==> src/rtl/sel_sequencer_pkg.sv <==
// rtl/sel_sequencer_pkg.sv - state encoding and select width shared with the mux stage
package sel_sequencer_pkg;

  localparam int SEL_W = 2;

  typedef enum logic {
    MANUAL = 1'b0,
    AUTO   = 1'b1
  } state_t;

endpackage

==> src/rtl/sel_sequencer_debounce.sv <==
// rtl/sel_sequencer_debounce.sv - button synchronizer, debouncer and press detector
module debounce_pulse #(
  parameter int DEB_CYCLES = 1_000_000
) (
  input  logic clk,
  input  logic reset,
  input  logic raw_in,
  output logic level,
  output logic press
);

  localparam int CNT_W = $clog2(DEB_CYCLES);
  localparam logic [CNT_W-1:0] CNT_LAST = CNT_W'(DEB_CYCLES - 1);

  logic [1:0]       sync;
  logic [CNT_W-1:0] cnt;
  logic             level_q;

  always_ff @(posedge clk or posedge reset) begin
    if (reset) begin
      sync    <= '0;
      cnt     <= '0;
      level   <= 1'b0;
      level_q <= 1'b0;
    end else begin
      sync    <= {sync[0], raw_in};
      level_q <= level;
      // Any cycle of agreement restarts the stability window
      if (sync[1] == level) begin
        cnt <= '0;
      end else if (cnt == CNT_LAST) begin
        level <= ~level;
        cnt   <= '0;
      end else begin
        cnt <= cnt + CNT_W'(1);
      end
    end
  end

  assign press = level & ~level_q;

endmodule

==> src/rtl/sel_sequencer.sv <==
// rtl/sel_sequencer.sv - channel-select sequencer with manual step and auto-scan modes
module sel_sequencer
  import sel_sequencer_pkg::*;
#(
  parameter int DEB_CYCLES  = 1_000_000,
  parameter int SCAN_CYCLES = 100_000_000
) (
  input  logic             clk,
  input  logic             reset,
  input  logic             btn_next,
  input  logic             btn_prev,
  input  logic             auto_en,
  output logic [SEL_W-1:0] sel,
  output logic             sel_chg,
  output logic             auto_mode
);

  localparam int SCAN_W = $clog2(SCAN_CYCLES);
  localparam logic [SCAN_W-1:0] SCAN_LAST = SCAN_W'(SCAN_CYCLES - 1);

  logic              next_press, prev_press;
  logic              unused_next_level, unused_prev_level;
  logic [1:0]        auto_sync;
  logic [SCAN_W-1:0] scan_cnt;
  state_t            state;

  debounce_pulse #(.DEB_CYCLES(DEB_CYCLES)) u_next (
    .clk    (clk),
    .reset  (reset),
    .raw_in (btn_next),
    .level  (unused_next_level),
    .press  (next_press)
  );

  debounce_pulse #(.DEB_CYCLES(DEB_CYCLES)) u_prev (
    .clk    (clk),
    .reset  (reset),
    .raw_in (btn_prev),
    .level  (unused_prev_level),
    .press  (prev_press)
  );

  always_ff @(posedge clk or posedge reset) begin
    if (reset) begin
      auto_sync <= '0;
      state     <= MANUAL;
      sel       <= '0;
      sel_chg   <= 1'b0;
      auto_mode <= 1'b0;
      scan_cnt  <= '0;
    end else begin
      auto_sync <= {auto_sync[0], auto_en};
      sel_chg   <= 1'b0;
      case (state)
        MANUAL: begin
          // Mode change takes the whole cycle; a coincident press is dropped
          if (auto_sync[1]) begin
            state     <= AUTO;
            auto_mode <= 1'b1;
            scan_cnt  <= '0;
          end else if (next_press ^ prev_press) begin
            sel     <= next_press ? sel + SEL_W'(1) : sel - SEL_W'(1);
            sel_chg <= 1'b1;
          end
        end
        AUTO: begin
          if (!auto_sync[1]) begin
            state     <= MANUAL;
            auto_mode <= 1'b0;
            scan_cnt  <= '0;
          end else if (scan_cnt == SCAN_LAST) begin
            scan_cnt <= '0;
            sel      <= sel + SEL_W'(1);
            sel_chg  <= 1'b1;
          end else begin
            scan_cnt <= scan_cnt + SCAN_W'(1);
          end
        end
      endcase
    end
  end

endmodule

==> config.mk <==
export PLATFORM = sky130hd
export DESIGN_NAME = sel_sequencer
export DESIGN_NICKNAME = d
export VERILOG_FILES = /design/src/rtl/sel_sequencer_pkg.sv /design/src/rtl/sel_sequencer_debounce.sv /design/src/rtl/sel_sequencer.sv
export SDC_FILE = /design/constraint.sdc
export NUM_CORES = 1
export LEC_CHECK = 0
export BUFFER_PORTS_ARGS = -buffer_cell sky130_fd_sc_hd__buf_2
export CORE_MARGIN = 3
export CORE_UTILIZATION = 35
export DETAILED_ROUTE_END_ITERATION = 7
export SLEW_MARGIN = 20
export SYNTH_ARGS = -nofsm -noshare
export SYNTH_HDL_FRONTEND = slang
export SYNTH_HIERARCHICAL = 1
export SYNTH_SLANG_ARGS = --single-unit
export TNS_END_PERCENT = 30
==> constraint.sdc <==
create_clock -name clk -period 2.9 [get_ports clk]
set_clock_uncertainty 0.15 [all_clocks]
set_input_delay 0.58 -clock clk [delete_from_list [all_inputs] [get_ports clk]]
set_output_delay 0.58 -clock clk [all_outputs]
set_load 0.02 [all_outputs]
## Yosys cells after proc, flatten, opt, wreduce, memory -nomap -nowiden

Index checks and enable logic that the tools add are counted.

| storage, ports and cells | value |
|---|---|
| latch bits | 0 |
| output and inout bits | 4 |
| memories | 0 |
| flip-flop bits (word level) | 82 |
| memory bits (read-only) | 0 |
| memory bits (writable) | 0 |
| input port bits | 5 |
| logic and storage cells | 67 |

| operators by class | value |
|---|---|
| shift operators | 0 |
| magnitude comparators | 0 |
| divide/modulo/power cells | 0 |
| mux-type cells | 23 |
| reduce and logical (&&, ||, !) cells | 4 |
| equal/unequal tests | 11 |
| add/subtract/negate cells | 5 |
| bitwise gates (word level) | 10 |
| multipliers | 0 |

Operators with widths:

| kind | number |
|---|---|
| $mux 27 | 3 |
| $mux 20 | 4 |
| $pmux 27 s2 | 1 |
| $add 20x1->20 const B | 2 |
| $eq 20x20->1 const B | 2 |
| $add 27x1->27 const B | 1 |
| $eq 27x27->1 const B | 1 |
| $mux 2 | 5 |
| $ne 2x2->1 const B | 5 |
| $mux 1 | 7 |
| $not 1->1 | 7 |
| $reduce_and 2->1 | 3 |
| $pmux 1 s2 | 2 |
| $pmux 2 s2 | 1 |
| $reduce_and 4->1 | 1 |
| $add 2x1->2 const B | 1 |
| $and 1x1->1 | 2 |
| $eq 1x1->1 | 2 |
| $ne 2x1->1 const B | 1 |
| $sub 2x1->2 const B | 1 |
| $xor 1x1->1 | 1 |

## Depth between registers and ports, before layout

Gate-level depths: netlist (run 1).

| logic depth | value |
|---|---|
| depth in word-level cells | 6 |
| depth in mapped cells | 7 |
| gate-level depth less buffers | 7 |

## By module

The synthesis (run 1) kept the hierarchy.

Modules (own cells, without submodules):

| module | cells an instance | area an instance (sq um) | seq. area each (sq um) | instances |
|---|---|---|---|---|
| debounce_pulse | 110 | 1181.1 | 600.6 | 2 |
| sel_sequencer | 187 | 1771.7 | 850.8 | 1 |

## Worst setup path before layout (run 1)

OpenSTA, ideal clock, no wires.

| timing | value |
|---|---|
| kind | register to register |
| start point | register state |
| end point | register scan_cnt[24] |
| stages on the path, launching flop included | 8 |
| setup time | 127 ps |
| setup slack | 692 ps |
| buffers on the path | 0 |
| required time | 2623 ps |
| data arrival time | 1930 ps |
| clock period less this slack | 2208 ps |
| cell sequence | dfrtp_1 inv_1 ha_1 nand4b_1 nor4_1 nand3_1 xnor2_1 nor2b_1 |

| on the way | value |
|---|---|
| cells in the longest elaborated chain, start to end | 2 |
| elaborated cells on any way between the ends | 3 |
| classes of those cells | eq/ne (1); mux (1); bitwise (1) |

Ends and longest elaborated chain:

| item | RTL line | RTL |
|---|---|---|
| from (decl) | sel_sequencer.sv:25 | `state_t state;` |
| from (signal assigned) | sel_sequencer.sv:46 | `state <= MANUAL;` |
| from (signal assigned) | sel_sequencer.sv:58 | `state <= AUTO;` |
| from (signal assigned) | sel_sequencer.sv:68 | `state <= MANUAL;` |
| $not 1->1 | -- |  |
| $pmux 27 s2 or $ne 2x2->1 (tied branches) | -- |  |
| to (signal assigned) | sel_sequencer.sv:76 | `scan_cnt <= scan_cnt + SCAN_W'(1);` |
| to (decl) | sel_sequencer.sv:24 | `logic [SCAN_W-1:0] scan_cnt;` |

Parallel ways exist; a longest one is shown, timed or not.
A chain may end at the register's enable or synchronous reset.

## Worst setup path in the final report (run 1)

| timing | value |
|---|---|
| start point | register state |
| end point | register scan_cnt[23] |

The elaborated chain is that of the path after synthesis.

==> impl_metrics.env, run 1 <==
export IMPL_layout_nets=434
export IMPL_cts_buffers=9
export IMPL_die_x_um=115
export IMPL_syn_area_um2=4130
export IMPL_wirelength_um=7910
export IMPL_wl_per_cell_um=13.8
export IMPL_vias=2952
export IMPL_dieArea_um2=13200
export IMPL_tightest_slew_ns=0.918
export IMPL_setup_viol=0
export IMPL_p_comb_share_pct=5.7
export IMPL_cp_slowest_cell="nor4_1"
export IMPL_htree_num_levels=3
export IMPL_synth_top_area_share_pct=49.6
export IMPL_ant_nets=0
export IMPL_async_flop_share_pct=100
export IMPL_cp_required_ns=2.97
export IMPL_synth_xor_area_share_pct=11.2
export IMPL_synth_ff_latch_count=82
export IMPL_crit_family="simple AND/OR/NAND/NOR gates"
export IMPL_synthMuxAreaShare_pct=1.54
export IMPL_clk_latency_ns=0.33
export IMPL_grt_max_degree=35
export IMPL_internal_power_w=0.00193
export IMPL_r2r_cells=7
export IMPL_slew_headroom_pct=38.7
export IMPL_path_buf_inv=2
export IMPL_holdBufCountCts=0
export IMPL_whs_endpoint="u_next/sync[1]$_DFF_PP0_"
export IMPL_drive_gt1_share_pct=12.6
export IMPL_postSynthCellCount=407
export IMPL_diodes=0
export IMPL_powerDensity_nw_per_um2=536
export IMPL_pwr_share_clk_pct=46.2
export IMPL_netSwitchingPower_w=0.000568
export IMPL_startpoint="state$_DFF_PP0_"
export IMPL_synth_distinct_cells=45
export IMPL_reg2reg_from="state$_DFF_PP0_"
export IMPL_core_um2=11500
export IMPL_synth_simple_area_share_pct=28.6
export IMPL_hold_path_class="flip-flop to flip-flop"
export IMPL_ys_seq_area_share_pct=49.6
export IMPL_setup_worst_path_start_class="flip-flop"
export IMPL_drtIter0Drc=142
export IMPL_grt_pass1_vias=2904
export IMPL_worst_ep_arrival_time_ns=2.39
export IMPL_reg2reg_to="scan_cnt[23]$_DFFE_PP0P_"
export IMPL_io_buffer_count=8
export IMPL_final_period_utilization_pct=80.0
export IMPL_synth_avg_cell_area_um2=10.2
export IMPL_initial_utilization_pct=36.1
export IMPL_cts_tree="built"
export IMPL_antenna_found_initial=0
export IMPL_ys_warn_count=6
export IMPL_rsz0062_at_grt="no"
export IMPL_rows=39
export IMPL_report_final_hold_viol_count=0
export IMPL_gp_congestion=0.795
export IMPL_synth_top_family_by_area="simple AND/OR/NAND/NOR gates"
export IMPL_synthTopCellsByArea="dfrtp_1 (50%), xor2_1 (6.8%), nor2_1 (6.3%)"
export IMPL_grt_pass1_wl_um=13900
export IMPL_num_io_pins=9
export IMPL_synth_net_count=416
export IMPL_post_cts_buffers=0
export IMPL_path_cells="inv_1, ha_1, buf_4, nor4_1, nand3_1, xor2_1, nor2_1"
export IMPL_clk_pin_slew_worst_paths_ns=0.06
export IMPL_ys_flop_type="dfrtp_1"
export IMPL_clock_tree_buffer_depth=2
export IMPL_drc=0
export IMPL_hold_start="u_next/sync[0]$_DFF_PP0_"
export IMPL_syn_to_final_growth_pct=12.7
export IMPL_die_y_um=115
export IMPL_p_sw_share_pct=22.8
export IMPL_grt_use_total_pct=13.1
export IMPL_yosys_area_share_adder_pct=1.21
export IMPL_timing_final_crit_period_ns=2.32
export IMPL_p_total_w=0.00249
export IMPL_p_leak_nw=1.97
export IMPL_synth_compound_area_share_pct=5.81
export IMPL_holdPathStages=0
export IMPL_dp_hpwl_um=5450
export IMPL_fmax_mhz=431
export IMPL_firstDrtPassIters=4
export IMPL_fillCellCount=1102
export IMPL_finalSetupTns_ns=0
export IMPL_status="complete, no violations"
export IMPL_crit_type="flip-flop to flip-flop"
export IMPL_via_per_inst=5.15
export IMPL_power_frac_seq_pct=48.1
export IMPL_synth_top_cell_by_area="dfrtp_1"
export IMPL_clock_sinks=82
export IMPL_drv_slew=0
export IMPL_end_kind="flip-flop"
export IMPL_root_buffer="clkbuf_16"
export IMPL_cts_resized=0
export IMPL_ir_worst_vdd_uv=370
export IMPL_worst_path_max_fanout=13
export IMPL_cpPeakStageDelay_ns=0.69
export IMPL_gr_total_overflow=0
export IMPL_synth_edf_count=0
export IMPL_regToRegSetupSlack_ns=0.58
export IMPL_drv_cap=0
## cell usage after synthesis (8+ instances only)
master	count
a21oi_1	13
nor4_1	12
nand2_1	32
xnor2_1	21
dfrtp_1	82
xor2_1	32
nand3_1	27
nor2_1	69
inv_1	9
and4_1	8
nand4_1	17
## worst register-to-register path, cell delays in order, from the launching register on
cell and delay (ns):
dfrtp_1 0.43, inv_1 0.13, ha_1 0.21, buf_4 0.18, nor4_1 0.69, nand3_1 0.19
xor2_1 0.17, nor2_1 0.05
## stage by stage
step	cell area, um2	worst slack [ns]	cells	hold slack (ns)	utilization (%)
finish	4660	0.579	573	0.198	40.6
global route	4660	0.356	573	0.187	40.6
CTS	4660	0.607	573	0.189	40.6
detailed placement	4350	0.596	557	0.187	37.9
global placement	4350	0.640	557	0.188	37.9
floorplan	4130	0.692	407	0.181	-
## per-layer routing
| metal | GRT usage [%] | up-vias | share of wire [%] |
|---|---|---|---|
| met4 | 3.40 | 0 | 0.96 |
| li1 | - | 1479 | - |
| met2 | 20.4 | 33 | 48 |
| met3 | 4.33 | 6 | 3.2 |
| met5 | 0 | - | 0 |
| met1 | 17.6 | 1434 | 48 |
## power by group through the flow
stage | combinational, W | clock, W | sequential, W
after global routing | 0.000169 | 0.00124 | 0.00121
final | 0.000142 | 0.00115 | 0.00120
after CTS | 0.000147 | 0.00119 | 0.00120
after floorplan | 0.0000926 | 0 | 0.00123
after global placement | 0.000144 | 0 | 0.00122
after detailed placement | 0.000146 | 0 | 0.00122
## logic make-up (layout without fill, tap and decap cells)
logic type / count (synthesis) / count (layout)
flip-flops: 82 / 82
multiplexers: 6 / 6
AO/OA/AOI/OAI: 32 / 32
AND/OR/NAND/NOR: 214 / 214
XOR/XNOR: 53 / 53
buffers and inverters: 16 / 39
adder cells (fa/ha/maj): 4 / 4
## layout make-up
type | instances | area, um2 | share of cell area (%)
sequential | 82 | 2050 | 44.1
multi-input combinational | 309 | 2000 | 43.0
tap | 143 | 179 | 3.84
clock inverter | 5 | 52.6 | 1.13
timing repair buffer | 14 | 85.1 | 1.83
clock buffer | 11 | 253 | 5.43
inverter | 9 | 33.8 | 0.725
## cells in the final DEF (no fill, tap or decap), drive strengths merged, types with 7 or more instances in the layout
| cell | netlist | layout |
|---|---|---|
| a21oi | 13 | 13 |
| and3 | 7 | 7 |
| and4 | 10 | 10 |
| buf | 6 | 14 |
| clkbuf | 1 | 11 |
| dfrtp | 82 | 82 |
| inv | 9 | 9 |
| nand2 | 32 | 32 |
| nand3 | 30 | 30 |
| nand4 | 18 | 18 |
| nor2 | 69 | 69 |
| nor4 | 14 | 14 |
| xnor2 | 21 | 21 |
| xor2 | 32 | 32 |
## registers in the layout (all words and copies together) (netlist names)
name	count
state	1
sel	2
u_prev/cnt	20
u_next/sync	2
u_next/level_q	1
auto_sync	2
scan_cnt	27
u_next/cnt	20
u_prev/level	1
u_prev/sync	2
u_prev/level_q	1
sel_chg	1
auto_mode	1
u_next/level	1
## worst max-delay path by stage
| stage | endpoint | cells past startpoint | slack, ns |
|---|---|---|---|
| global placement | scan_cnt[19]$_DFFE_PP0P_ | 7 | 0.64 |
| detailed placement | scan_cnt[23]$_DFFE_PP0P_ | 7 | 0.60 |
| CTS | sel[0]$_DFFE_PP0P_ | 6 | 0.61 |
| finish | scan_cnt[23]$_DFFE_PP0P_ | 7 | 0.58 |
| floorplan | scan_cnt[24]$_DFFE_PP0P_ | 7 | 0.69 |
| global route | scan_cnt[23]$_DFFE_PP0P_ | 7 | 0.36 |
(Power assumes the default switching activity.)
==> run 2, diff against run 1 <==
Clock period 2.9 ns to 2.09 ns, I/O delays scaled along.
==> run 2 against run 1 <==
The flow now finishes with violations (negative setup slack). Global-route usage up 0.96 points. Critical path depth down 2. Maximum frequency up 8.0%. Clock power up 52%. Flip-flop and latch count unchanged. Via count up 7.5%. Final cell count up 6.3%. Count of clock-buffer cells in the layout down 2. Combinational power up 60%. Core utilization up 3.1 points. First-iteration DRC count up 37%. Total power up 46%. Critical endpoint is now sel[0]$_DFFE_PP0P_.
==> impl_metrics.env, run 2 (synthesis gave the netlist of run 1 again) <==
export IMPL_setup_slack_ns=-0.0592
export IMPL_regMostFlops="scan_cnt"
export IMPL_drtIter0Drc=194
export IMPL_vias=3173
export IMPL_final_period_utilization_pct=103
export IMPL_grt_busiest_layer="met2"
export IMPL_gp_congestion=0.843
export IMPL_final_common_cell="dfrtp_1"
export IMPL_grt_max_degree=35
export IMPL_startpoint="scan_cnt[8]$_DFFE_PP0P_"
export IMPL_cp_required_ns=2.20
export IMPL_num_io_pins=9
export IMPL_grt_pass1_vias=3192
export IMPL_p_total_w=0.00364
export IMPL_setup_viol=7
export IMPL_holdWs_ns=0.0319
export IMPL_reg_top3="scan_cnt: 27 flops, u_next/cnt: 20 flops, u_prev/cnt: 20 flops"
export IMPL_hold_start="auto_en"
export IMPL_rsz0062_at_grt="yes"
export IMPL_grt_met3_usage_pct=3.38
export IMPL_fin_area_um2=5020
export IMPL_largest_reg_flops=27
export IMPL_htree_num_levels=3
export IMPL_root_buffer="clkbuf_16"
export IMPL_clock_tree_buffer_depth=2
export IMPL_setup_worst_path_start_class="flip-flop"
export IMPL_drv_cap=0
export IMPL_drive_gt1_share_pct=21.0
export IMPL_end_kind="flip-flop"
export IMPL_io_buffer_count=8
export IMPL_cts_buffers=9
export IMPL_wl_per_cell_um=13.9
export IMPL_cpPeakStageDelay_ns=0.60
export IMPL_grt_use_total_pct=14.1
export IMPL_ant_nets=0
export IMPL_ir_worst_vdd_uv=473
export IMPL_initial_utilization_pct=36.1
export IMPL_firstDrtPassIters=4
export IMPL_wirelength_um=8460
export IMPL_met1_usage_pct=18.5
export IMPL_cts_tree="built"
export IMPL_core_um2=11500
export IMPL_grt_pass1_wl_um=15100
export IMPL_tightest_slew_ns=0.434
export IMPL_p_leak_nw=2.17
export IMPL_path_cells="nor4bb_2, nand4_1, or4_4, a211oi_2, xor2_1"
export IMPL_violations="negative setup slack"
export IMPL_final_cell_mix="dfrtp_1 (82), nor2_1 (68), buf_4 (40)"
export IMPL_hold_path_class="input port to flip-flop"
export IMPL_crit_type="flip-flop to flip-flop"
export IMPL_slew_headroom_pct=71.1
export IMPL_syn_to_final_growth_pct=21.3
export IMPL_cp_slowest_cell="or4_4"
export IMPL_worst_path_max_fanout=3
export IMPL_clock_sinks=82
export IMPL_rows=39
export IMPL_powerDensity_nw_per_um2=726
export IMPL_timing_final_crit_period_ns=2.15
export IMPL_use_met2_pct=22.6
export IMPL_dp_hpwl_um=5970
export IMPL_drc=0
export IMPL_drv_slew=0
export IMPL_die_y_um=115
export IMPL_status="complete, but fails checks"
export IMPL_fmax_mhz=465
export IMPL_gr_total_overflow=0
export IMPL_diodes=0
export IMPL_reg2reg_from="scan_cnt[8]$_DFFE_PP0P_"
export IMPL_detailed_place_area_um2=4620
export IMPL_report_final_hold_viol_count=0
export IMPL_clk_latency_ns=0.34
export IMPL_die_x_um=115
export IMPL_dp_cells=590
export IMPL_antenna_found_initial=0
export IMPL_dieArea_um2=13200
export IMPL_worst_ep_arrival_time_ns=2.26
export IMPL_layout_nets=470
export IMPL_via_per_inst=5.21
export IMPL_finalSetupTns_ns=-0.135
export IMPL_fin_cells=609
export IMPL_clk_pin_slew_worst_paths_ns=0.06
## run 2: cell types whose count changed in the layout (fill, tap and decap cells not counted), moves of 2 or more
cell,change
ha_2,+2
nor4_1,-3
clkbuf_8,-2
nor4_2,+3
ha_1,-2
buf_4,+34
clkinv_2,-3
inv_6,+3
## run 2: layer usage
layer	part of all wire [%]	wire length, um
met5	0	0
met4	1.0	88
met3	3.1	260
met2	48	4040
met1	48	4070
## run 2: layout make-up
| cell class | count | area (um2) |
|---|---|---|
| flip-flops and latches | 82 | 2050 |
| multi-input cells | 309 | 2050 |
| inverters | 9 | 33.8 |
| repair buffers | 50 | 370 |
| clock buffers | 9 | 225 |
| clock inverters | 7 | 106 |
| fillers | 1084 | 6450 |
| well taps | 143 | 179 |
## run 2: worst paths after layout
check / cells past startpoint / to / slack, ns
min: 1 / auto_sync[0]$_DFF_PP0_ / 0.03
min reg2reg: 0 / auto_sync[1]$_DFF_PP0_ / 0.20
max in group asynchronous: 4 / scan_cnt[21]$_DFFE_PP0P_ / 0.85
max: 5 / sel[0]$_DFFE_PP0P_ / -0.06
max reg2reg: 5 / sel[0]$_DFFE_PP0P_ / -0.06
min in group asynchronous: 4 / u_prev/cnt[4]$_DFF_PP0_ / 0.55
## run 2: critical path, delay by kind of cell, from the launching register on
kind / cells / cell delay (ns)
AOI/OAI and AO/OA: 1 / 0.22
xor gates and xnor gates: 1 / 0.17
DFF: 1 / 0.40
and+or+nand+nor: 3 / 1.14
## run 2: metrics by stage
stage	setup slack (ns)	util (%)
after global placement	0.00404	40.3
after detailed placement	-0.100	40.3
after CTS	-0.0565	43.4
after global routing	-0.137	43.7
after floorplan	-0.0173	-
final	-0.0592	43.7
## run 2: timing repair
| item | CTS | global route |
|---|---|---|
| endpoints found under the hold margin | 26 | 0 |
| resized for setup | 3 | 4 |
| pin swaps | 1 | 1 |
| setup endpoints to repair | 2 | 28 |
| hold buffers | 1 | 0 |
| setup buffers | 0 | 2 |
## run 2: power by group
group	total [W]	internal, W	leakage [nW]	switching, W
logic	0.000227	0.0000874	0.891	0.000140
registers	0.00166	0.00162	1.12	0.0000386
clock network	0.00175	0.00107	0.163	0.000683
total	0.00364	0.00278	2.17	0.000862
==> run 3, diff against run 2 <==
Settings changed: CORE_UTILIZATION 35 to 45.
==> run 3 against run 2 <==
The run still ends with negative setup slack left. Via count fell by 0.60%. Sequential power barely moved. Clock power fell by 38%. Wire length fell by 1.0%. Core utilization rose by 12 points. Setup slack improved by 0.028 ns. First-iteration DRC count fell by 48%. Maximum frequency rose by 1.3%. Critical path type unchanged. Critical endpoint unchanged. Largest power group is now sequential cells.
==> impl_metrics.env, run 3 (synthesis gave the netlist of run 1 again) <==
export IMPL_die_x_um=102
export IMPL_grt_pass1_wl_um=14800
export IMPL_crit_type="flip-flop to flip-flop"
export IMPL_num_io_pins=9
export IMPL_ir_worst_vdd_uv=293
export IMPL_rsz0062_at_grt="yes"
export IMPL_grt_pass1_vias=3112
export IMPL_drc=0
export IMPL_via_per_inst=5.40
export IMPL_htree_num_levels=3
export IMPL_clk_latency_ns=0.37
export IMPL_report_final_hold_viol_count=0
export IMPL_dieArea_um2=10400
export IMPL_drive_gt1_share_pct=21.4
export IMPL_setup_worst_path_start_class="flip-flop"
export IMPL_r2r_cells=6
export IMPL_clock_sinks=82
export IMPL_gp_congestion=0.840
export IMPL_pre_cts_slack_ns=-0.0969
export IMPL_fin_cells=584
export IMPL_gr_total_overflow=0
export IMPL_final_common_cell="dfrtp_1"
export IMPL_ant_nets=0
export IMPL_clock_tree_buffer_depth=2
export IMPL_grt_max_degree=25
export IMPL_reg_top3="scan_cnt: 27 flops, u_next/cnt: 20 flops, u_prev/cnt: 20 flops"
export IMPL_core_um2=8810
export IMPL_holdWs_ns=0.209
export IMPL_cts_buffers=9
export IMPL_setup_viol=1
export IMPL_powerDensity_nw_per_um2=610
export IMPL_dp_hpwl_um=6090
export IMPL_tightest_slew_ns=0.471
export IMPL_worst_ep_arrival_time_ns=2.27
export IMPL_dp_cells=561
export IMPL_worst_path_max_fanout=3
export IMPL_root_buffer="clkbuf_8"
export IMPL_holdPathStages=0
export IMPL_grt_use_total_pct=18.0
export IMPL_end_kind="flip-flop"
export IMPL_regArea_um2=2050
export IMPL_largest_reg_flops=27
export IMPL_wirelength_um=8370
export IMPL_slew_headroom_pct=68.6
export IMPL_cp_required_ns=2.24
export IMPL_violations="negative setup slack"
export IMPL_hold_path_class="flip-flop to flip-flop"
export IMPL_firstDrtPassIters=4
export IMPL_drv_slew=0
export IMPL_clk_pin_slew_worst_paths_ns=0.10
export IMPL_drv_cap=0
export IMPL_diodes=0
export IMPL_syn_to_final_growth_pct=18.2
export IMPL_wl_per_cell_um=14.3
export IMPL_status="complete, but fails checks"
export IMPL_final_period_utilization_pct=102
export IMPL_fillCellCount=810
export IMPL_io_buffer_count=8
export IMPL_fmax_mhz=471
export IMPL_cts_tree="built"
export IMPL_multi_input_area_um2=2030
export IMPL_setup_slack_ns=-0.0315
export IMPL_final_cell_mix="dfrtp_1 (82), nor2_1 (68), buf_4 (46)"
export IMPL_initial_utilization_pct=46.9
export IMPL_timing_final_crit_period_ns=2.12
export IMPL_rows=34
export IMPL_regMostFlops="scan_cnt"
export IMPL_antenna_found_initial=0
export IMPL_die_y_um=102
export IMPL_vias=3154
export IMPL_p_leak_nw=2.15
export IMPL_layout_nets=480
export IMPL_p_total_w=0.00298
export IMPL_drtIter0Drc=100
[run 3: cell count changes in the layout (fill, tap and decap cells not counted), sizes merged]
cell | before | now
clkinvlp | 0 | 1
inv | 13 | 12
bufinv | 2 | 0
clkinv | 1 | 3
dlygate4sd3 | 1 | 4
buf | 49 | 56
[run 3: routing by layer]
layer	wire length, um	global-route usage [%]
met3	219	4.30
met5	0	0
met4	94	4.84
met2	4030	29.1
met1	4020	24.5
[run 3: area by class of cell]
class | instances | share of cell area [%]
clock buffer | 9 | 2.53
tap | 108 | 2.76
multi-input combinational | 309 | 41.6
inverter | 9 | 0.691
timing repair buffer | 60 | 9.17
clock inverter | 7 | 1.23
sequential | 82 | 42.0
[run 3: worst max-delay path: stages (launching register included)]
cell      delay [ns]
dfrtp_1         0.37
ha_2            0.20
nand3_2         0.08
or4_4           0.42
or4_4           0.46
a211oi_2        0.23
xor2_1          0.16
[run 3: metrics by stage]
stage               area, um2  TNS, ns  utilization (%)
floorplan                4150  -0.0216                -
global placement         4610  -0.0274             52.4
detailed placement       4610   -0.637             52.4
CTS                      4850  -0.0372             55.0
global route             4890    -1.23             55.5
finish                   4890  -0.0315             55.5
[run 3: path summary, 6_finish.rpt]
path / slack [ns] / from / to
max: -0.03 / scan_cnt[1]$_DFFE_PP0P_ / sel[0]$_DFFE_PP0P_
max in group asynchronous: 0.76 / reset / scan_cnt[7]$_DFFE_PP0P_
max reg2reg: -0.03 / scan_cnt[1]$_DFFE_PP0P_ / sel[0]$_DFFE_PP0P_
min reg2reg: 0.21 / auto_sync[0]$_DFF_PP0_ / auto_sync[1]$_DFF_PP0_
min in group asynchronous: 0.50 / reset / scan_cnt[11]$_DFFE_PP0P_
min: 0.21 / auto_sync[0]$_DFF_PP0_ / auto_sync[1]$_DFF_PP0_
[run 3: where the power goes]
group / internal, W / switching [W] / leakage [nW]
clock: 0.000450 / 0.000636 / 0.0908
sequential: 0.00162 / 0.0000404 / 1.12
combinational: 0.0000916 / 0.000141 / 0.936
[run 3: timing repair]
item | 4_1_cts | 5_1_grt
setup endpoints to repair | 25 | 27
endpoints found under the hold margin | 62 | 0
buffers inserted | 0 | 2
gates cloned | 0 | 1
hold buffers | 4 | 0
resized for setup | 2 | 5
pin swaps | 1 | 4
